## config.mk

```make
export PLATFORM = sky130hd
export DESIGN_NAME = rpc2_ctrl_reg_axi_slave
export DESIGN_NICKNAME = d
export VERILOG_FILES = /design/src/rtl/rpc2_ctrl_reg_axi_slave.sv
export SDC_FILE = /design/constraint.sdc
export NUM_CORES = 1
export LEC_CHECK = 0
export BUFFER_PORTS_ARGS = -buffer_cell sky130_fd_sc_hd__buf_2
export CAP_MARGIN = 0
export CORE_MARGIN = 1
export CORE_UTILIZATION = 31
export CTS_CLUSTER_DIAMETER = 150
export CTS_CLUSTER_SIZE = 8
export DETAILED_ROUTE_END_ITERATION = 12
export GPL_ROUTABILITY_DRIVEN = 0
export PLACE_DENSITY = 0.67
export SYNTH_ARGS = -nofsm -noshare
export SYNTH_HDL_FRONTEND = slang
export SYNTH_SLANG_ARGS = --single-unit
```

## constraint.sdc

```tcl
create_clock -name clk -period 1.5 [get_ports clk]
set_clock_uncertainty 0.2 [all_clocks]
set_input_delay 0.075 -clock clk [delete_from_list [all_inputs] [get_ports clk]]
set_output_delay 0.075 -clock clk [all_outputs]
set_load 0.01 [all_outputs]
```

## src/rtl/rpc2_ctrl_reg_axi_slave.sv

```systemverilog
// AXI4 slave front-end for the controller register space: single-entry AR/AW holding
// registers, round-robin arbitration, one command at a time toward the register logic.
module rpc2_ctrl_reg_axi_slave #(
  parameter int unsigned C_ID_WIDTH   = 4,
  parameter int unsigned C_ADDR_WIDTH = 32
) (
  input  logic                    clk,
  input  logic                    reset_n,
  // AW channel
  input  logic [C_ID_WIDTH-1:0]   s_awid,
  input  logic [C_ADDR_WIDTH-1:0] s_awaddr,
  input  logic [7:0]              s_awlen,
  input  logic [2:0]              s_awsize,
  input  logic [1:0]              s_awburst,
  input  logic                    s_awvalid,
  output logic                    s_awready,
  // W channel
  input  logic [31:0]             s_wdata,
  input  logic [3:0]              s_wstrb,
  input  logic                    s_wlast,
  input  logic                    s_wvalid,
  output logic                    s_wready,
  // B channel
  output logic [C_ID_WIDTH-1:0]   s_bid,
  output logic [1:0]              s_bresp,
  output logic                    s_bvalid,
  input  logic                    s_bready,
  // AR channel
  input  logic [C_ID_WIDTH-1:0]   s_arid,
  input  logic [C_ADDR_WIDTH-1:0] s_araddr,
  input  logic [7:0]              s_arlen,
  input  logic [2:0]              s_arsize,
  input  logic [1:0]              s_arburst,
  input  logic                    s_arvalid,
  output logic                    s_arready,
  // R channel
  output logic [C_ID_WIDTH-1:0]   s_rid,
  output logic [31:0]             s_rdata,
  output logic [1:0]              s_rresp,
  output logic                    s_rlast,
  output logic                    s_rvalid,
  input  logic                    s_rready,
  // Register logic interface
  output logic                    axi2ip_valid,
  output logic                    axi2ip_rw_n,
  output logic [31:0]             axi2ip_address,
  output logic [1:0]              axi2ip_size,
  output logic [1:0]              axi2ip_burst,
  output logic [7:0]              axi2ip_len,
  input  logic                    ip_ready,
  output logic [31:0]             axi2ip_data,
  output logic [3:0]              axi2ip_strb,
  output logic                    axi2ip_data_valid,
  input  logic                    ip_data_ready,
  input  logic                    ip_wr_done,
  input  logic [1:0]              ip_wr_error,
  input  logic [31:0]             ip_data,
  input  logic                    ip_data_valid,
  input  logic                    ip_data_last,
  input  logic [1:0]              ip_rd_error,
  output logic                    axi2ip_data_ready
);

  typedef enum logic [2:0] {
    StIdle, StRdCmd, StRdData, StWrCmd, StWrData, StWrResp
  } state_e;

  state_e state_q, state_d;

  logic                  ar_full_q, aw_full_q;
  logic [C_ID_WIDTH-1:0] ar_id_q, aw_id_q, cur_id_q;
  logic [31:0]           ar_addr_q, aw_addr_q;
  logic [7:0]            ar_len_q, aw_len_q;
  logic [1:0]            ar_size_q, aw_size_q;
  logic [1:0]            ar_burst_q, aw_burst_q;
  logic [1:0]            bresp_q;
  logic                  rr_last_q;  // 1: last granted command was a write
  logic [31:0]           ar_addr32, aw_addr32;
  logic                  cmd_hs;
  logic                  unused_sig;

  if (C_ADDR_WIDTH >= 32) begin : g_addr_trunc
    assign ar_addr32 = s_araddr[31:0];
    assign aw_addr32 = s_awaddr[31:0];
  end else begin : g_addr_ext
    assign ar_addr32 = {{(32 - C_ADDR_WIDTH){1'b0}}, s_araddr};
    assign aw_addr32 = {{(32 - C_ADDR_WIDTH){1'b0}}, s_awaddr};
  end

  // Beat counting belongs to the register logic, so WLAST and AxSIZE[2] carry no meaning here.
  assign unused_sig = ^{s_wlast, s_arsize[2], s_awsize[2]};

  assign s_arready = ~ar_full_q;
  assign s_awready = ~aw_full_q;
  assign cmd_hs    = axi2ip_valid & ip_ready;
  assign s_rid     = cur_id_q;
  assign s_bid     = cur_id_q;
  assign s_bresp   = bresp_q;
  assign axi2ip_data = s_wdata;
  assign axi2ip_strb = s_wstrb;

  always_ff @(posedge clk or negedge reset_n) begin
    if (!reset_n) begin
      state_q    <= StIdle;
      ar_full_q  <= 1'b0;
      aw_full_q  <= 1'b0;
      ar_id_q    <= '0;
      aw_id_q    <= '0;
      cur_id_q   <= '0;
      ar_addr_q  <= '0;
      aw_addr_q  <= '0;
      ar_len_q   <= '0;
      aw_len_q   <= '0;
      ar_size_q  <= '0;
      aw_size_q  <= '0;
      ar_burst_q <= '0;
      aw_burst_q <= '0;
      bresp_q    <= 2'b00;
      rr_last_q  <= 1'b1;
    end else begin
      state_q <= state_d;
      if (s_arvalid && s_arready) begin
        ar_full_q  <= 1'b1;
        ar_id_q    <= s_arid;
        ar_addr_q  <= ar_addr32;
        ar_len_q   <= s_arlen;
        ar_size_q  <= s_arsize[1:0];
        ar_burst_q <= s_arburst;
      end else if (cmd_hs && axi2ip_rw_n) begin
        ar_full_q <= 1'b0;
      end
      if (s_awvalid && s_awready) begin
        aw_full_q  <= 1'b1;
        aw_id_q    <= s_awid;
        aw_addr_q  <= aw_addr32;
        aw_len_q   <= s_awlen;
        aw_size_q  <= s_awsize[1:0];
        aw_burst_q <= s_awburst;
      end else if (cmd_hs && !axi2ip_rw_n) begin
        aw_full_q <= 1'b0;
      end
      // ID is copied out so the holding register can refill while the response is pending.
      if (cmd_hs) begin
        rr_last_q <= ~axi2ip_rw_n;
        cur_id_q  <= axi2ip_rw_n ? ar_id_q : aw_id_q;
      end
      if (state_q == StWrData && ip_wr_done) begin
        bresp_q <= ip_wr_error;
      end
    end
  end

  always_comb begin
    state_d           = state_q;
    axi2ip_valid      = 1'b0;
    axi2ip_rw_n       = (state_q != StWrCmd);
    axi2ip_address    = axi2ip_rw_n ? ar_addr_q  : aw_addr_q;
    axi2ip_size       = axi2ip_rw_n ? ar_size_q  : aw_size_q;
    axi2ip_burst      = axi2ip_rw_n ? ar_burst_q : aw_burst_q;
    axi2ip_len        = axi2ip_rw_n ? ar_len_q   : aw_len_q;
    axi2ip_data_valid = 1'b0;
    axi2ip_data_ready = 1'b0;
    s_wready          = 1'b0;
    s_bvalid          = 1'b0;
    s_rvalid          = 1'b0;
    s_rdata           = '0;
    s_rresp           = 2'b00;
    s_rlast           = 1'b0;

    unique case (state_q)
      StIdle: begin
        if (ar_full_q && aw_full_q) begin
          state_d = rr_last_q ? StRdCmd : StWrCmd;
        end else if (ar_full_q) begin
          state_d = StRdCmd;
        end else if (aw_full_q) begin
          state_d = StWrCmd;
        end
      end
      StRdCmd: begin
        axi2ip_valid = 1'b1;
        if (ip_ready) state_d = StRdData;
      end
      StRdData: begin
        s_rvalid          = ip_data_valid;
        s_rdata           = ip_data;
        s_rresp           = ip_rd_error;
        s_rlast           = ip_data_last;
        axi2ip_data_ready = s_rready;
        if (ip_data_valid && s_rready && ip_data_last) state_d = StIdle;
      end
      StWrCmd: begin
        axi2ip_valid = 1'b1;
        if (ip_ready) state_d = StWrData;
      end
      StWrData: begin
        s_wready          = ip_data_ready;
        axi2ip_data_valid = s_wvalid;
        if (ip_wr_done) state_d = StWrResp;
      end
      StWrResp: begin
        s_bvalid = 1'b1;
        if (s_bready) state_d = StIdle;
      end
      default: state_d = StIdle;
    endcase
  end

endmodule

```

* Word level (Yosys, flattened, before mapping) *
Index checks and enable logic that the tools add are counted.

cells by class
  muxes and demuxes = 28
  bitwise logic cells = 4
  reduce and logical (&&, ||, !) cells = 14
  equality and inequality tests = 12

operators by type and width
  operator            number
  $mux 32             2
  $mux 3              8
  $pmux 3 s6          1
  $mux 1              11
  $ne 2x2->1 const B  5
  $logic_and 1x1->1   8
  $mux 2              4
  $mux 8              1
  $eq 3x2->1 const B  2
  $eq 3x3->1 const B  2
  $reduce_and 6->1    1
  $mux 4              1
  $ne 4x4->1 const B  1
  $reduce_bool 2->1   2
  $eq 3x1->1 const B  1
  $logic_not 3->1     1
  $ne 3x2->1 const B  1
  $not 1->1           3
  $reduce_or 2->1     1
  $and 1x1->1         1
  $logic_not 1->1     1

storage, ports and cells
  input bits = 183
  output and inout port bits = 134
  register bits = 108
  word-level logic and storage cells = 74

* Logic depth before layout (Yosys ltp) *
  word-level depth = 7
  depth in mapped cells = 6

* Worst setup path after synthesis *
Ideal clock, no wire load.

  path kind = register -> register
  start = register aw_full_q
  end = register aw_addr_q[19]
  stages on the path, launching flop included = 5
  data required time = 1175 ps
  setup time = 125 ps
  path buffers = 2
  period minus slack after synthesis = 1500 ps
  path slack = 0 ps
  arrival = 1176 ps
  cells stage by stage = dfrtp_1 -> nor2b_2 -> buf_4 -> buf_6 -> mux2_2

between the ends
  cells in the longest elaborated chain, start to end = 2

ends and longest elaborated chain
  what                    line  text
  from (decl)             70    logic ar_full_q, aw_full_q;
  from (signal assigned)  106   aw_full_q <= 1'b0;
  from (signal assigned)  133   aw_full_q <= 1'b1;
  from (signal assigned)  140   aw_full_q <= 1'b0;
  $not 1->1               94    assign s_awready = ~aw_full_q;
  $logic_and 1x1->1       132   if (s_awvalid && s_awready) begin
  to (signal assigned)    135   aw_addr_q <= aw_addr32;
  to (decl)               72    logic [31:0] ar_addr_q, aw_addr_q;

No other way between the ends.
A chain may end at the register's enable or synchronous reset.

* Worst setup path after layout *
  start = register state_q[2]
  end = output port s_rvalid

between the ends
  cells in the longest elaborated chain, start to end = 2

ends and longest elaborated chain
  what                    line  text
  from (decl)             68    state_e state_q, state_d;
  from (signal assigned)  104   state_q <= StIdle;
  from (signal assigned)  121   state_q <= state_d;
  $eq 3x2->1              170   unique case (state_q)
  $mux 1                  170
  to (decl)               41    output logic s_rvalid,

No other way between the ends.

==> results.md <==
- Summed over all layers, the global routing overflow is 0.
- The synthesized design contains 108 register bits.
- The die covers 0.0178 mm².
- The detailed-routing iteration count for the pre-antenna-repair pass is 4.
- Entering global routing, the biggest net connects 50 pins.
- 317 I/O pins were placed.
- For this run, the register share of the synthesized area comes to 0.506.
- The arrival time at the worst endpoint is 1630 ps.
- From synthesis to final layout, the design area changed by 77.9%.
- The synthesized instance count is 485.
- When the netlist entered floorplanning its net count stood at 668.
- The latest clock arrival within the worst-skew pair is 350 ps.
- For this design the static power due to leakage is 4.83 nW.
- The worst path in the final design needs a cycle of 1900 ps, including I/O delays and setup.
- The first routing iteration left 89 violations.
- The routed wire length is 20,800 µm.
- The vertical die dimension is 133 µm.
- The number of antenna violations at the first check in global routing is 0.
- The startpoint of the worst setup timing path is state_q[2].
- In this run the tool buffered the top-level ports with 241 buffer cells.
- For this run, the top clock speed supported by timing is 525 MHz.
- The power density normalized to cell area is 1970 mW/mm².
- The max-cap violation count is 0.
- In the routed design, unresolved DRC markers number 0.
- The worst-path maximum fanout is 9.
- The run finished, with violations left.
- The actual transition at the worst max-transition pin is 319 ps.
- The TritonCTS clock tree is done.
- The data required time of the worst path is 1220 ps.
- The worst register-to-register path has a depth of 5.
- The critical path endpoint is s_rvalid.
- In this run the standard cell core region covers 0.0167 mm².
- The synthesized netlist contains 30 unique library cells.
- Setup violations remaining at the end of the flow were counted as 144.
- Setup repair after global routing could not meet its margin everywhere.
- The element type at the critical path end is a primary output.
- Summing all multi-input logic gate instances after layout gives 0.00256 mm².
- The buffer and inverter count on the worst path is 4.
- For this run, the number of Yosys warnings is 0.
- The clock-pin slew on the worst setup and hold paths is 70 ps.
- The total clock buffers created by CTS is 9.
- Once layout is complete, the utilization of the core stands at 0.569.
- The number of global-route vias before repair came to 5,235.
- The critical path class is flip-flop to primary output.
- For this run, the post-layout net count is 1,049.
- A synthesized cell averages 11.0 µm².
- The max-slew violation count is 0.
- The library cells used most frequently in the layout, excluding fill and tap cells, are 211 x sky130_fd_sc_hd__buf_2, 139 x sky130_fd_sc_hd__nand2_1, 139 x sky130_fd_sc_hd__dlygate4sd3_1.
- Across all register-to-register paths, the minimum setup slack is -90 ps.
- The synthesized design contains 0 enable-type register cells.
- The floorplan step set the die width to 133 µm.
- The most frequent standard cell in the layout excluding fill and tap cells is sky130_fd_sc_hd__buf_2.
- The deepest level of the CTS H-tree is 3.
- In the final layout, the share of cells above drive strength 1 is 0.518.
- The global-route wire length before repair is 29,300 µm.
- The detail-routed via count per cell is 4.67.
- After layout, the worst setup slack is -405 ps.
- In this run the deepest clock path goes through 2 buffers.
- The number of sinks handled by clock tree synthesis is 108.
- After synthesis the cells add up to 0.00534 mm².
- The number of filler instances in the final layout is 1,365.
- For this run, the leading register cell type out of synthesis is sky130_fd_sc_hd__dfrtp_1.
- The starting density of the core is 0.320.
- The highest-delay cell along the critical path is sky130_fd_sc_hd__dfrtp_1.
- The cell that appears most often on the critical path is sky130_fd_sc_hd__buf_6.
- The detail route stage leaves a number of antenna-violating nets equal to 0.
- The total vias in the final route is 5,094.
- The worst slew margin relative to its limit is 0.787.
- The nature of the critical path startpoint is a flip-flop.
- The maximum resistive drop on vdd is 0.950 mV.
- The checks that failed: hold timing, setup timing.
- For this run, the total global-route usage over all layers was measured as 0.218.
- Dividing the detail-routed wire length by the instance count gives 19.1 µm.
- The number of hold buffers added after CTS was 139.
- The diode insertion count for antenna repair is 0.
- The kind of path behind the tightest hold check is input pin to async pin.
- The largest stage delay on the critical path is 380 ps.
- The kind of cell with the highest combined delay on the critical path is buffers and inverters.
- The final sum of negative setup slack is -32,640 ps.
- The critical path goes through buf_6, nor3_4, buf_6, clkbuf_16, and2_1, buf_2.
- The part of the cycle the worst path needs is 1.27.
- Once detailed placement completed, the half-perimeter wirelength came to 12,200 µm.
- The capturing point of the worst reg2reg path is s_bresp[0].
- The tightest hold path in the finished design has a slack of -35.1 ps.
- The final-report hold violation count is 19.
- The buffer cell driving the clock tree root is sky130_fd_sc_hd__clkbuf_16.
- The area taken by flip-flops and latches is 0.00270 mm².
- After floorplanning, the core was divided into 47 placement rows.
- The share of async-settable or async-resettable flops after synthesis is 1.00.
- The critical path crosses 6 cells after its start point.
- The startpoint of the lowest-slack register-to-register path is state_q[1].
[worst min path at each step]
stage | from | end | slack [ps] | depth (start not counted)
after CTS | reset_n | ar_addr_q[7] | -50 | 2
after floorplan | reset_n | ar_addr_q[0] | -420 | 0
after global placement | reset_n | aw_addr_q[7] | -210 | 1
after detailed placement | reset_n | ar_addr_q[7] | -210 | 1
after global routing | reset_n | ar_addr_q[7] | -20 | 2
final | reset_n | ar_addr_q[7] | -40 | 2
[Yosys cell counts, types with 2 or more instances]
master,count,area share
sky130_fd_sc_hd__o21ai_0,4,0.0037
sky130_fd_sc_hd__a21oi_1,2,0.0019
sky130_fd_sc_hd__mux2_2,99,0.21
sky130_fd_sc_hd__and2_1,39,0.046
sky130_fd_sc_hd__nor2b_2,2,0.0033
sky130_fd_sc_hd__nand2_1,142,0.10
sky130_fd_sc_hd__inv_1,2,0.0014
sky130_fd_sc_hd__o22ai_1,3,0.0035
sky130_fd_sc_hd__buf_4,43,0.060
sky130_fd_sc_hd__buf_6,12,0.025
sky130_fd_sc_hd__inv_4,2,0.0023
sky130_fd_sc_hd__buf_2,10,0.0094
sky130_fd_sc_hd__o21ai_1,2,0.0019
sky130_fd_sc_hd__dfrtp_1,107,0.50
[timing repair]
action	in CTS	in global routing
gates resized for setup	90	103
endpoints found under the hold margin	249	19
cloned	7	8
setup endpoints to repair	149	189
pin swaps	5	14
setup buffers	12	6
[metrics by stage]
| stage | hold slack (ps) | std cells | instance area (µm²) | worst slack [ps] | power (mW) |
|---|---|---|---|---|---|
| floorplan | -421 | 485 | 5340 | 11.4 | 9.98 |
| global placement | -210 | 907 | 6630 | -47.5 | 12.6 |
| detailed placement | -209 | 907 | 6630 | -47.5 | 12.8 |
| CTS | -53.4 | 1081 | 8960 | -401 | 17.3 |
| global route | -20.2 | 1091 | 9500 | -490 | 19.7 |
| finish | -35.1 | 1091 | 9500 | -405 | 18.7 |
[power breakdown]
part | switching, mW | internal, mW | total (mW)
registers | 0.876 | 4.41 | 5.29
clock network | 1.11 | 1.44 | 2.54
logic | 4.67 | 6.17 | 10.8
total | 6.65 | 12.0 | 18.7
[registers in the layout (all words and copies together), names as in the netlist]
name and cells:
s_bid 4, ar_id_q 4, ar_burst_q 2, ar_len_q 8
aw_addr_q 32, state_q 3, ar_addr_q 32, aw_full_q 1
aw_size_q 2, aw_id_q 4, ar_full_q 1, rr_last_q 1
ar_size_q 2, aw_burst_q 2, s_bresp 2, aw_len_q 8
[layer usage]
layer  GRT usage  vias to the layer above  routed length, µm  part of all wire
met2       0.387                      218              10700              0.51
met3      0.0411                       56               1120             0.053
met1       0.246                     2516               7990              0.38
met5           0                        -                  0                 0
li1            -                     2304                  -                 -
met4       0.121                        0               1020             0.049
[layout make-up]
type	instances	area share
Timing Repair Buffer	435	0.382
Sequential cell	108	0.285
Multi-Input combinational cell	308	0.269
Tap cell	220	0.0290
Clock buffer	13	0.0285
Clock inverter	3	0.00461
Inverter	4	0.00237
[kinds of logic (layout without fill, tap and decap cells)]
kind of cell | Yosys count | in the layout | share of synthesized area
compound gates | 16 | 16 | 0.0185
flops | 108 | 108 | 0.506
buf+inv | 69 | 455 | 0.0989
mux | 100 | 100 | 0.211
simple gates | 192 | 192 | 0.166
Note: power is estimated with default switching activity, not from simulation.
